File: src/rtl/dma_sequencer_if.sv
// Bus/handshake bundle between the DMA sequencer and the glue/datapath side.
// The master modport is the sequencer (it owns DMA); slave is the glue side.
interface dma_sequencer_if #(
  parameter int RA_W  = 24,
  parameter int LEN_W = 16
);
  logic             execute_i;
  logic             ba_i;
  logic [1:0]       cmd_type_i;
  logic             cmd_autoload_i;
  logic [1:0]       addr_fix_i;
  logic [15:0]      c64_base_i;
  logic [RA_W-1:0]  ram_base_i;
  logic [LEN_W-1:0] len_base_i;
  logic             verify_err_i;

  logic             dma_o;
  logic             dmarw_o;
  logic [15:0]      ca_o;
  logic [RA_W-1:0]  ra_o;
  logic [LEN_W-1:0] len_o;
  logic             ram_we_o;
  logic             data_latch_o;
  logic             busy_o;
  logic             eob_o;
  logic             fault_o;

  modport master (
    input  execute_i, ba_i, cmd_type_i, cmd_autoload_i, addr_fix_i,
           c64_base_i, ram_base_i, len_base_i, verify_err_i,
    output dma_o, dmarw_o, ca_o, ra_o, len_o, ram_we_o, data_latch_o,
           busy_o, eob_o, fault_o
  );

  modport slave (
    output execute_i, ba_i, cmd_type_i, cmd_autoload_i, addr_fix_i,
           c64_base_i, ram_base_i, len_base_i, verify_err_i,
    input  dma_o, dmarw_o, ca_o, ra_o, len_o, ram_we_o, data_latch_o,
           busy_o, eob_o, fault_o
  );
endinterface

File: src/rtl/dma_sequencer.sv
// DMA sequencer: walks C64/RAM address and length counters after Execute,
// decoding bus direction and RAM/latch strobes per state, with EOB/Fault pulses.
module dma_sequencer #(
  parameter int RA_W  = 24,
  parameter int LEN_W = 16
) (
  input  logic           phi2_i,
  input  logic           nreset_i,
  dma_sequencer_if.master bus
);

  localparam logic [1:0] ST_IDLE   = 2'd0;
  localparam logic [1:0] ST_XFER   = 2'd1;
  localparam logic [1:0] ST_SWAP_A = 2'd2;
  localparam logic [1:0] ST_SWAP_B = 2'd3;

  localparam logic [1:0] CMD_STASH  = 2'd0;
  localparam logic [1:0] CMD_FETCH  = 2'd1;
  localparam logic [1:0] CMD_SWAP   = 2'd2;
  localparam logic [1:0] CMD_VERIFY = 2'd3;

  logic [1:0]       state_q, state_d;
  logic [1:0]       cmd_q, cmd_d;
  logic [1:0]       fix_q, fix_d;
  logic             autoload_q, autoload_d;
  logic [15:0]      ca_q, ca_d;
  logic [RA_W-1:0]  ra_q, ra_d;
  logic [LEN_W-1:0] len_q, len_d;
  logic             eob_q, eob_d;
  logic             fault_q, fault_d;

  logic [15:0]      ca_inc;
  logic [RA_W-1:0]  ra_inc;
  logic             last_byte;
  logic             mismatch;

  assign ca_inc    = fix_q[1] ? ca_q : ca_q + 16'd1;
  assign ra_inc    = fix_q[0] ? ra_q : ra_q + RA_W'(1);
  assign last_byte = (len_q == LEN_W'(1));
  assign mismatch  = (state_q == ST_XFER) && (cmd_q == CMD_VERIFY) && bus.verify_err_i;

  always_comb begin
    state_d    = state_q;
    cmd_d      = cmd_q;
    fix_d      = fix_q;
    autoload_d = autoload_q;
    ca_d       = ca_q;
    ra_d       = ra_q;
    len_d      = len_q;
    eob_d      = 1'b0;
    fault_d    = 1'b0;

    case (state_q)
      ST_IDLE: begin
        if (bus.execute_i) begin
          cmd_d      = bus.cmd_type_i;
          fix_d      = bus.addr_fix_i;
          autoload_d = bus.cmd_autoload_i;
          ca_d       = bus.c64_base_i;
          ra_d       = bus.ram_base_i;
          len_d      = bus.len_base_i;
          state_d    = (bus.cmd_type_i == CMD_SWAP) ? ST_SWAP_A : ST_XFER;
        end
      end
      ST_SWAP_A: begin
        if (bus.ba_i) begin
          state_d = ST_SWAP_B;
        end
      end
      ST_XFER, ST_SWAP_B: begin
        if (bus.ba_i) begin
          // Autoload only rewinds on a genuine end of block; a verify abort
          // leaves the counters pointing just past the offending byte.
          if (last_byte && autoload_q) begin
            ca_d  = bus.c64_base_i;
            ra_d  = bus.ram_base_i;
            len_d = bus.len_base_i;
          end else begin
            ca_d = ca_inc;
            ra_d = ra_inc;
            if (!last_byte) begin
              len_d = len_q - LEN_W'(1);
            end
          end

          if (last_byte || mismatch) begin
            state_d = ST_IDLE;
            eob_d   = last_byte;
            fault_d = mismatch;
          end else begin
            state_d = (state_q == ST_SWAP_B) ? ST_SWAP_A : ST_XFER;
          end
        end
      end
      default: state_d = ST_IDLE;
    endcase
  end

  always_ff @(posedge phi2_i or negedge nreset_i) begin
    if (!nreset_i) begin
      state_q    <= ST_IDLE;
      cmd_q      <= CMD_STASH;
      fix_q      <= 2'b00;
      autoload_q <= 1'b0;
      ca_q       <= '0;
      ra_q       <= '0;
      len_q      <= '0;
      eob_q      <= 1'b0;
      fault_q    <= 1'b0;
    end else begin
      state_q    <= state_d;
      cmd_q      <= cmd_d;
      fix_q      <= fix_d;
      autoload_q <= autoload_d;
      ca_q       <= ca_d;
      ra_q       <= ra_d;
      len_q      <= len_d;
      eob_q      <= eob_d;
      fault_q    <= fault_d;
    end
  end

  // Strobes describe the pending bus cycle and stay decoded through BA stalls.
  logic dmarw_c, ram_we_c, data_latch_c;

  always_comb begin
    dmarw_c      = 1'b1;
    ram_we_c     = 1'b0;
    data_latch_c = 1'b0;
    case (state_q)
      ST_XFER: begin
        dmarw_c  = (cmd_q != CMD_FETCH);
        ram_we_c = (cmd_q == CMD_STASH);
      end
      ST_SWAP_A: begin
        data_latch_c = 1'b1;
      end
      ST_SWAP_B: begin
        dmarw_c  = 1'b0;
        ram_we_c = 1'b1;
      end
      default: begin
        dmarw_c = 1'b1;
      end
    endcase
  end

  assign bus.dma_o        = (state_q != ST_IDLE);
  assign bus.busy_o       = (state_q != ST_IDLE);
  assign bus.dmarw_o      = dmarw_c;
  assign bus.ram_we_o     = ram_we_c;
  assign bus.data_latch_o = data_latch_c;
  assign bus.ca_o         = ca_q;
  assign bus.ra_o         = ra_q;
  assign bus.len_o        = len_q;
  assign bus.eob_o        = eob_q;
  assign bus.fault_o      = fault_q;

endmodule

File: src/flat_wrapper.sv
// flat-port wrapper written by rule: the top's interface ports become plain ports
module dma_sequencer_flat 
#(
  parameter int RA_W  = 24,
  parameter int LEN_W = 16
)
  (phi2_i, nreset_i, bus_execute_i, bus_ba_i, bus_cmd_type_i, bus_cmd_autoload_i, bus_addr_fix_i, bus_c64_base_i, bus_ram_base_i, bus_len_base_i, bus_verify_err_i, bus_dma_o, bus_dmarw_o, bus_ca_o, bus_ra_o, bus_len_o, bus_ram_we_o, bus_data_latch_o, bus_busy_o, bus_eob_o, bus_fault_o);
  dma_sequencer_if #(.RA_W(RA_W), .LEN_W(LEN_W)) bus_i ();
  input  logic phi2_i;
  input  logic nreset_i;
  input wire logic [$bits(bus_i.execute_i)-1:0] bus_execute_i;
  input wire logic [$bits(bus_i.ba_i)-1:0] bus_ba_i;
  input wire logic [$bits(bus_i.cmd_type_i)-1:0] bus_cmd_type_i;
  input wire logic [$bits(bus_i.cmd_autoload_i)-1:0] bus_cmd_autoload_i;
  input wire logic [$bits(bus_i.addr_fix_i)-1:0] bus_addr_fix_i;
  input wire logic [$bits(bus_i.c64_base_i)-1:0] bus_c64_base_i;
  input wire logic [$bits(bus_i.ram_base_i)-1:0] bus_ram_base_i;
  input wire logic [$bits(bus_i.len_base_i)-1:0] bus_len_base_i;
  input wire logic [$bits(bus_i.verify_err_i)-1:0] bus_verify_err_i;
  output wire logic [$bits(bus_i.dma_o)-1:0] bus_dma_o;
  output wire logic [$bits(bus_i.dmarw_o)-1:0] bus_dmarw_o;
  output wire logic [$bits(bus_i.ca_o)-1:0] bus_ca_o;
  output wire logic [$bits(bus_i.ra_o)-1:0] bus_ra_o;
  output wire logic [$bits(bus_i.len_o)-1:0] bus_len_o;
  output wire logic [$bits(bus_i.ram_we_o)-1:0] bus_ram_we_o;
  output wire logic [$bits(bus_i.data_latch_o)-1:0] bus_data_latch_o;
  output wire logic [$bits(bus_i.busy_o)-1:0] bus_busy_o;
  output wire logic [$bits(bus_i.eob_o)-1:0] bus_eob_o;
  output wire logic [$bits(bus_i.fault_o)-1:0] bus_fault_o;
  assign bus_i.execute_i = bus_execute_i;
  assign bus_i.ba_i = bus_ba_i;
  assign bus_i.cmd_type_i = bus_cmd_type_i;
  assign bus_i.cmd_autoload_i = bus_cmd_autoload_i;
  assign bus_i.addr_fix_i = bus_addr_fix_i;
  assign bus_i.c64_base_i = bus_c64_base_i;
  assign bus_i.ram_base_i = bus_ram_base_i;
  assign bus_i.len_base_i = bus_len_base_i;
  assign bus_i.verify_err_i = bus_verify_err_i;
  assign bus_dma_o = bus_i.dma_o;
  assign bus_dmarw_o = bus_i.dmarw_o;
  assign bus_ca_o = bus_i.ca_o;
  assign bus_ra_o = bus_i.ra_o;
  assign bus_len_o = bus_i.len_o;
  assign bus_ram_we_o = bus_i.ram_we_o;
  assign bus_data_latch_o = bus_i.data_latch_o;
  assign bus_busy_o = bus_i.busy_o;
  assign bus_eob_o = bus_i.eob_o;
  assign bus_fault_o = bus_i.fault_o;
  dma_sequencer #(.RA_W(RA_W), .LEN_W(LEN_W)) u_core (.phi2_i(phi2_i), .nreset_i(nreset_i), .bus(bus_i));
endmodule
File: config.mk
export PLATFORM = sky130hd
export DESIGN_NAME = dma_sequencer_flat
export DESIGN_NICKNAME = d
export VERILOG_FILES = /design/src/rtl/dma_sequencer_if.sv /design/src/rtl/dma_sequencer.sv /design/src/flat_wrapper.sv
export SDC_FILE = /design/constraint.sdc
export NUM_CORES = 1
export LEC_CHECK = 0
export ABC_AREA = 1
export CELL_PAD_IN_SITES_DETAIL_PLACEMENT = 1
export CELL_PAD_IN_SITES_GLOBAL_PLACEMENT = 2
export CORE_MARGIN = 3
export CORE_UTILIZATION = 25
export CTS_CLUSTER_SIZE = 8
export DETAILED_ROUTE_END_ITERATION = 10
export GPL_ROUTABILITY_DRIVEN = 0
export HOLD_SLACK_MARGIN = 0.15
export PLACE_DENSITY = 0.83
export SLEW_MARGIN = 10
export SYNTH_ARGS = -nofsm -noshare
export SYNTH_HDL_FRONTEND = slang
export SYNTH_SLANG_ARGS = --single-unit
File: constraint.sdc
create_clock -name phi2_i -period 2.5 [get_ports phi2_i]
set_clock_uncertainty 0.2 [all_clocks]
set_input_delay 0.75 -clock phi2_i [delete_from_list [all_inputs] [get_ports phi2_i]]
set_output_delay 0.75 -clock phi2_i [all_outputs]
set_load 0.03 [all_outputs]
Word-level counts from Yosys, hierarchy flattened
Index checks and enable logic that the tools add are counted.
{"block": "classes", "n_addsub": 3, "n_eq_ne": 13, "muxes": 31, "n_reduce_logical": 14}
{"cell": "two-way mux 16 bit", "count": 8}
{"cell": "two-way mux 24 bit", "count": 4}
{"cell": "one-hot mux 16 bit (2 select lines)", "count": 2}
{"cell": "one-hot mux 24 bit (2 select lines)", "count": 1}
{"cell": "adder 24 x 1 -> 24 bit (second input constant)", "count": 1}
{"cell": "adder 16 x 1 -> 16 bit (second input constant)", "count": 1}
{"cell": "== test 16 x 1 -> 1 bit (second input constant)", "count": 1}
{"cell": "subtractor 16 x 1 -> 16 bit (second input constant)", "count": 1}
{"cell": "two-way mux 2 bit", "count": 6}
{"cell": "AND reduction 4 bit", "count": 3}
{"cell": "inequality test 3 bit (second input constant)", "count": 3}
{"cell": "== test 2 bit (second input constant)", "count": 4}
{"cell": "two-way mux 1 bit", "count": 7}
{"cell": "inequality test 2 bit (second input constant)", "count": 3}
{"cell": "one-hot mux 2 bit (3 select lines)", "count": 1}
{"cell": "zero test 2 bit", "count": 2}
{"cell": "one-hot mux 1 bit (2 select lines)", "count": 2}
{"cell": "nonzero test 2 bit", "count": 2}
{"cell": "logical AND 1 bit", "count": 3}
{"cell": "AND reduction 3 bit", "count": 1}
{"cell": "== test 2 x 1 -> 1 bit (second input constant)", "count": 1}
{"cell": "inequality test 2 x 1 -> 1 bit (second input constant)", "count": 1}
{"cell": "AND reduction 2 bit", "count": 1}
{"cell": "OR reduction 2 bit", "count": 1}
{"cell": "logical OR 1 bit", "count": 1}
{"block": "word_totals", "register_bits": 65, "elab_cells": 70}

Logic depth before layout (Yosys ltp)
{"block": "logic_depth", "word_depth": 7, "mapped_depth": 12, "mapped_depth_nobuf": 11}

Least setup slack after synthesis
Ideal clock, no wire load.
{"block": "synth_timing", "path_type": "flip-flop to output port", "startpoint": "register u_core.state_q[0]", "endpoint": "output port bus_dmarw_o", "t_arrival_ns": 1.484, "required_time_ns": 1.550, "slack_ns": 0.066, "path_stages_with_launch": 5, "path_cell_list": "dfrtp_1 > buf_2 > buf_2 > nand2_1 > a21boi_0"}
{"block": "synth_between", "elab_chain_len": 2}
{"element": "start, declared", "line": "dma_sequencer.sv:22", "text": "logic [1:0] state_q, state_d;"}
{"element": "start signal, assigned", "line": "dma_sequencer.sv:111", "text": "state_q <= state_d;"}
{"element": "== test 2 bit / == test 2 x 1 -> 1 bit (equally long branches)", "line": "dma_sequencer.sv:130", "text": "case (state_q)"}
{"element": "one-hot mux 1 bit (2 select lines) *", "line": "dma_sequencer.sv:130"}
{"element": "end, declared", "line": "flat_wrapper.sv:21", "text": "output wire logic [$bits(bus_i.dmarw_o)-1:0] bus_dmarw_o;"}
Mark *: on every way between the ends. The rest lies on a longest branch, timed or not.

Worst setup path after layout
{"block": "layout_timing", "startpoint": "register u_core.len_q[9], in the netlist u_core.bus.len_o[9]", "endpoint": "output port bus_len_o[9]"}
{"element": "start, declared", "line": "dma_sequencer.sv:28", "text": "logic [LEN_W-1:0] len_q, len_d;"}
{"element": "start signal, assigned", "line": "dma_sequencer.sv:117", "text": "len_q <= len_d;"}
{"element": "end, declared", "line": "flat_wrapper.sv:24", "text": "output wire logic [$bits(bus_i.len_o)-1:0] bus_len_o;"}
No word-level cell between the ends.

==> impl_metrics.json <==
{
  "status": "finished clean",
  "crit_arrival_ps": 1510,
  "insertion_delay_ps": 330,
  "grt_util_all_layers_pct": 16.1,
  "synth_compound_area_share_pct": 6.62,
  "hp-class": "input port to async pin",
  "reg2reg_to": "u_core.bus.ra_o[17]",
  "layout-drive-gt1-share_pct": 7.13,
  "grt_first_pass_wirelength_um": 26000,
  "antenna_cells": 0,
  "synth_seq_cells": 65,
  "dpl.hpwl_um": 11800,
  "wl_um": 15800,
  "pwr-share-seq_pct": 25.7,
  "synthSimpleGateAreaFrac_pct": 43.5,
  "netlist_top_cells_area": "dfrtp_1 (36%), nand2_1 (28%), nor2_1 (6.5%)",
  "grt_overflow_total": 0,
  "die_x_um": 141,
  "crit_buf_inv": 1,
  "die_area_mm2": 0.0198,
  "p_switching_mw": 4.25,
  "r2r_start": "u_core.bus.len_o[0]",
  "p_clk_share_pct": 16.3,
  "tightest_slew_ps": 568,
  "reg2reg_depth": 9,
  "fmax_mhz": 407,
  "endpoint_kind": "output port",
  "cts_tree": "yes",
  "root_buffer": "clkbuf_16",
  "powerDensity_mw_per_mm2": 1330,
  "worstSetupStartpointType": "register",
  "drtAntennaViolNets": 0,
  "post_cts_buffers": 0,
  "timing.final.crit_share_pct": 98.3,
  "fin_util_pct": 37.3,
  "total_power_mw": 8.70,
  "num_rows": 48,
  "path_delay_family": "buffers and inverters",
  "yosysMostFrequentCell": "nand2_1",
  "cts.clk_slew.worst_paths_ps": 60,
  "p_leak_nw": 3.22,
  "syn_area_per_cell_um2": 6.38,
  "vias": 4839,
  "synth_top_area_share_pct": 35.9,
  "drt-pass1-iter-count": 4,
  "ys.flop_type": "dfrtp_1",
  "grt_pass1_vias": 5064,
  "maxCapViolCount": 0,
  "synth-edff-count": 0,
  "drc": 0,
  "routedWlPerCell_um": 14.7,
  "cts.sinks": 65,
  "grt_max_degree": 66,
  "synth_top_area_cell": "dfrtp_1",
  "slew_headroom_pct": 62.0,
  "final_area_mm2": 0.00654,
  "fin_tns_setup_ps": 0,
  "power_frac_comb_pct": 58.1,
  "synth-xor-area-share_pct": 5.60,
  "crit_fanout": 5,
  "port_buffers": 128,
  "synthCells": 710,
  "cp_slowest_stage_delay_ps": 710,
  "ys_seq_area_share_pct": 35.9,
  "rrSetupSlack_ps": 240,
  "avgViaCountPerCell": 4.48,
  "timing.final.max_slew_violations": 0,
  "cts_made_buffers": 9,
  "die_h_um": 141,
  "critPathSlowestCell": "clkdlybuf4s50_1",
  "ir_drop_v": 0.000591,
  "core-area_mm2": 0.0175,
  "area_growth_pct": 44.2,
  "synth_top_family_by_area": "simple AND/OR/NAND/NOR gates",
  "place_inst": 1066,
  "hold_viol_final": 0,
  "cts.htree.levels": 3,
  "critical_path_class": "register to output port",
  "synth.distinct_cells": 27,
  "io_pins": 129,
  "cp_cell_sequence": "clkdlybuf4s50_1",
  "dr.first_iter.drc_count": 169,
  "required_ps": 1550,
  "synth_common_cells": "nand2_1 (336), nor2_1 (78), dfrtp_1 (65)",
  "p_int_mw": 4.44,
  "cts_buffer_depth": 2,
  "syn_area_mm2": 0.00453,
  "antenna_found_initial": 0,
  "syn_nets": 780,
  "yosys_warnings": 0,
  "synth.area.mux_share_pct": 0,
  "start_util_pct": 25.8,
  "placed_area_mm2": 0.00618,
  "rsz0062_at_grt": "no",
  "synth_fa_ha_area_share_pct": 1.10,
  "final_cells": 1081,
  "setup_viol": 0,
  "synthArstFlopShare_pct": 100,
  "nets": 922,
  "final.min_clock_period_ps": 2460,
  "switching_share_pct": 48.9
}
[cell usage in the layout, fill, tap and decap left out, drive strengths merged, types with 7 or more instances in the layout]
cell type and instances:
nand2 340, dlymetal6s2s 12, inv 48, nand3 35, xnor2 16, dlygate4sd2 7
buf 31, xor2 13, nor2 84, nand4 11, clkbuf 13, dfrtp 65
o21ai 44, clkdlybuf4s50 105, nand3b 7, a21oi 13
[area by class of cell]
cell class                 count  area (um2)
clock buffer                  13         270
clock inverter                 2        60.1
fill                        2214       11000
inverter                      48         180
multi-input combinational    573        2570
sequential                    65        1630
tap                          225         282
timing repair buffer         155        1540
[kinds of logic (layout without fill, tap and decap cells)]
logic type	after synthesis	after routing
and+or+nand+nor	481	481
AOI/OAI and AO/OA	59	59
xor gates and xnor gates	29	29
buffers and inverters	72	218
adders and majority gates	4	4
DFF	65	65
[power groups by stage]
| stage | registers (mW) | clock network (mW) | logic (mW) |
|---|---|---|---|
| after floorplan | 2.89 | 0 | 2.48 |
| after global placement | 2.25 | 0 | 5.08 |
| after detailed placement | 2.25 | 0 | 5.15 |
| after CTS | 2.25 | 1.46 | 5.15 |
| after global routing | 2.33 | 1.50 | 5.62 |
| final | 2.23 | 1.42 | 5.05 |
[what timing repair did]
item,CTS,global route
hold buffers,0,0
setup endpoints to repair,7,12
resized for setup,7,12
[worst max path at each step]
stage / depth (start not counted) / to / from
6_report: 1 / bus_len_o[9] / u_core.bus.len_o[9]
5_1_grt: 4 / bus_dmarw_o / u_core.state_q[0]
4_1_cts: 1 / bus_ra_o[13] / u_core.bus.ra_o[13]
3_5_place_dp: 7 / u_core.bus.len_o[12] / bus_ba_i
3_3_place_gp: 4 / bus_dmarw_o / u_core.state_q[0]
2_1_floorplan: 4 / bus_dmarw_o / u_core.state_q[0]
[metal layers]
metal / part of all wire (%) / vias up / global-route usage (%)
li1: - / 2496 / -
met3: 3.9 / 12 / 3.26
met4: 0.99 / 0 / 3.77
met1: 50 / 2243 / 22.2
met5: 0 / - / 0
met2: 45 / 88 / 26.2
[stage by stage]
step / setup WS [ps] / hold slack, ps
after global routing: 1.60 / 276
after CTS: 1.44 / 248
after detailed placement: 144 / 283
after floorplan: 66.3 / 243
final: 41.8 / 236
after global placement: 157 / 283
[registers in the layout, indices dropped and copies added, names as in the netlist, named ones only]
register	count
u_core.bus.ra_o	24
u_core.bus.ca_o	16
u_core.bus.len_o	16
u_core.cmd_q	2
u_core.fix_q	2
u_core.autoload_q	1
u_core.bus.eob_o	1
u_core.bus.fault_o	1
u_core.state_q	1
(Power assumes the default switching activity.)
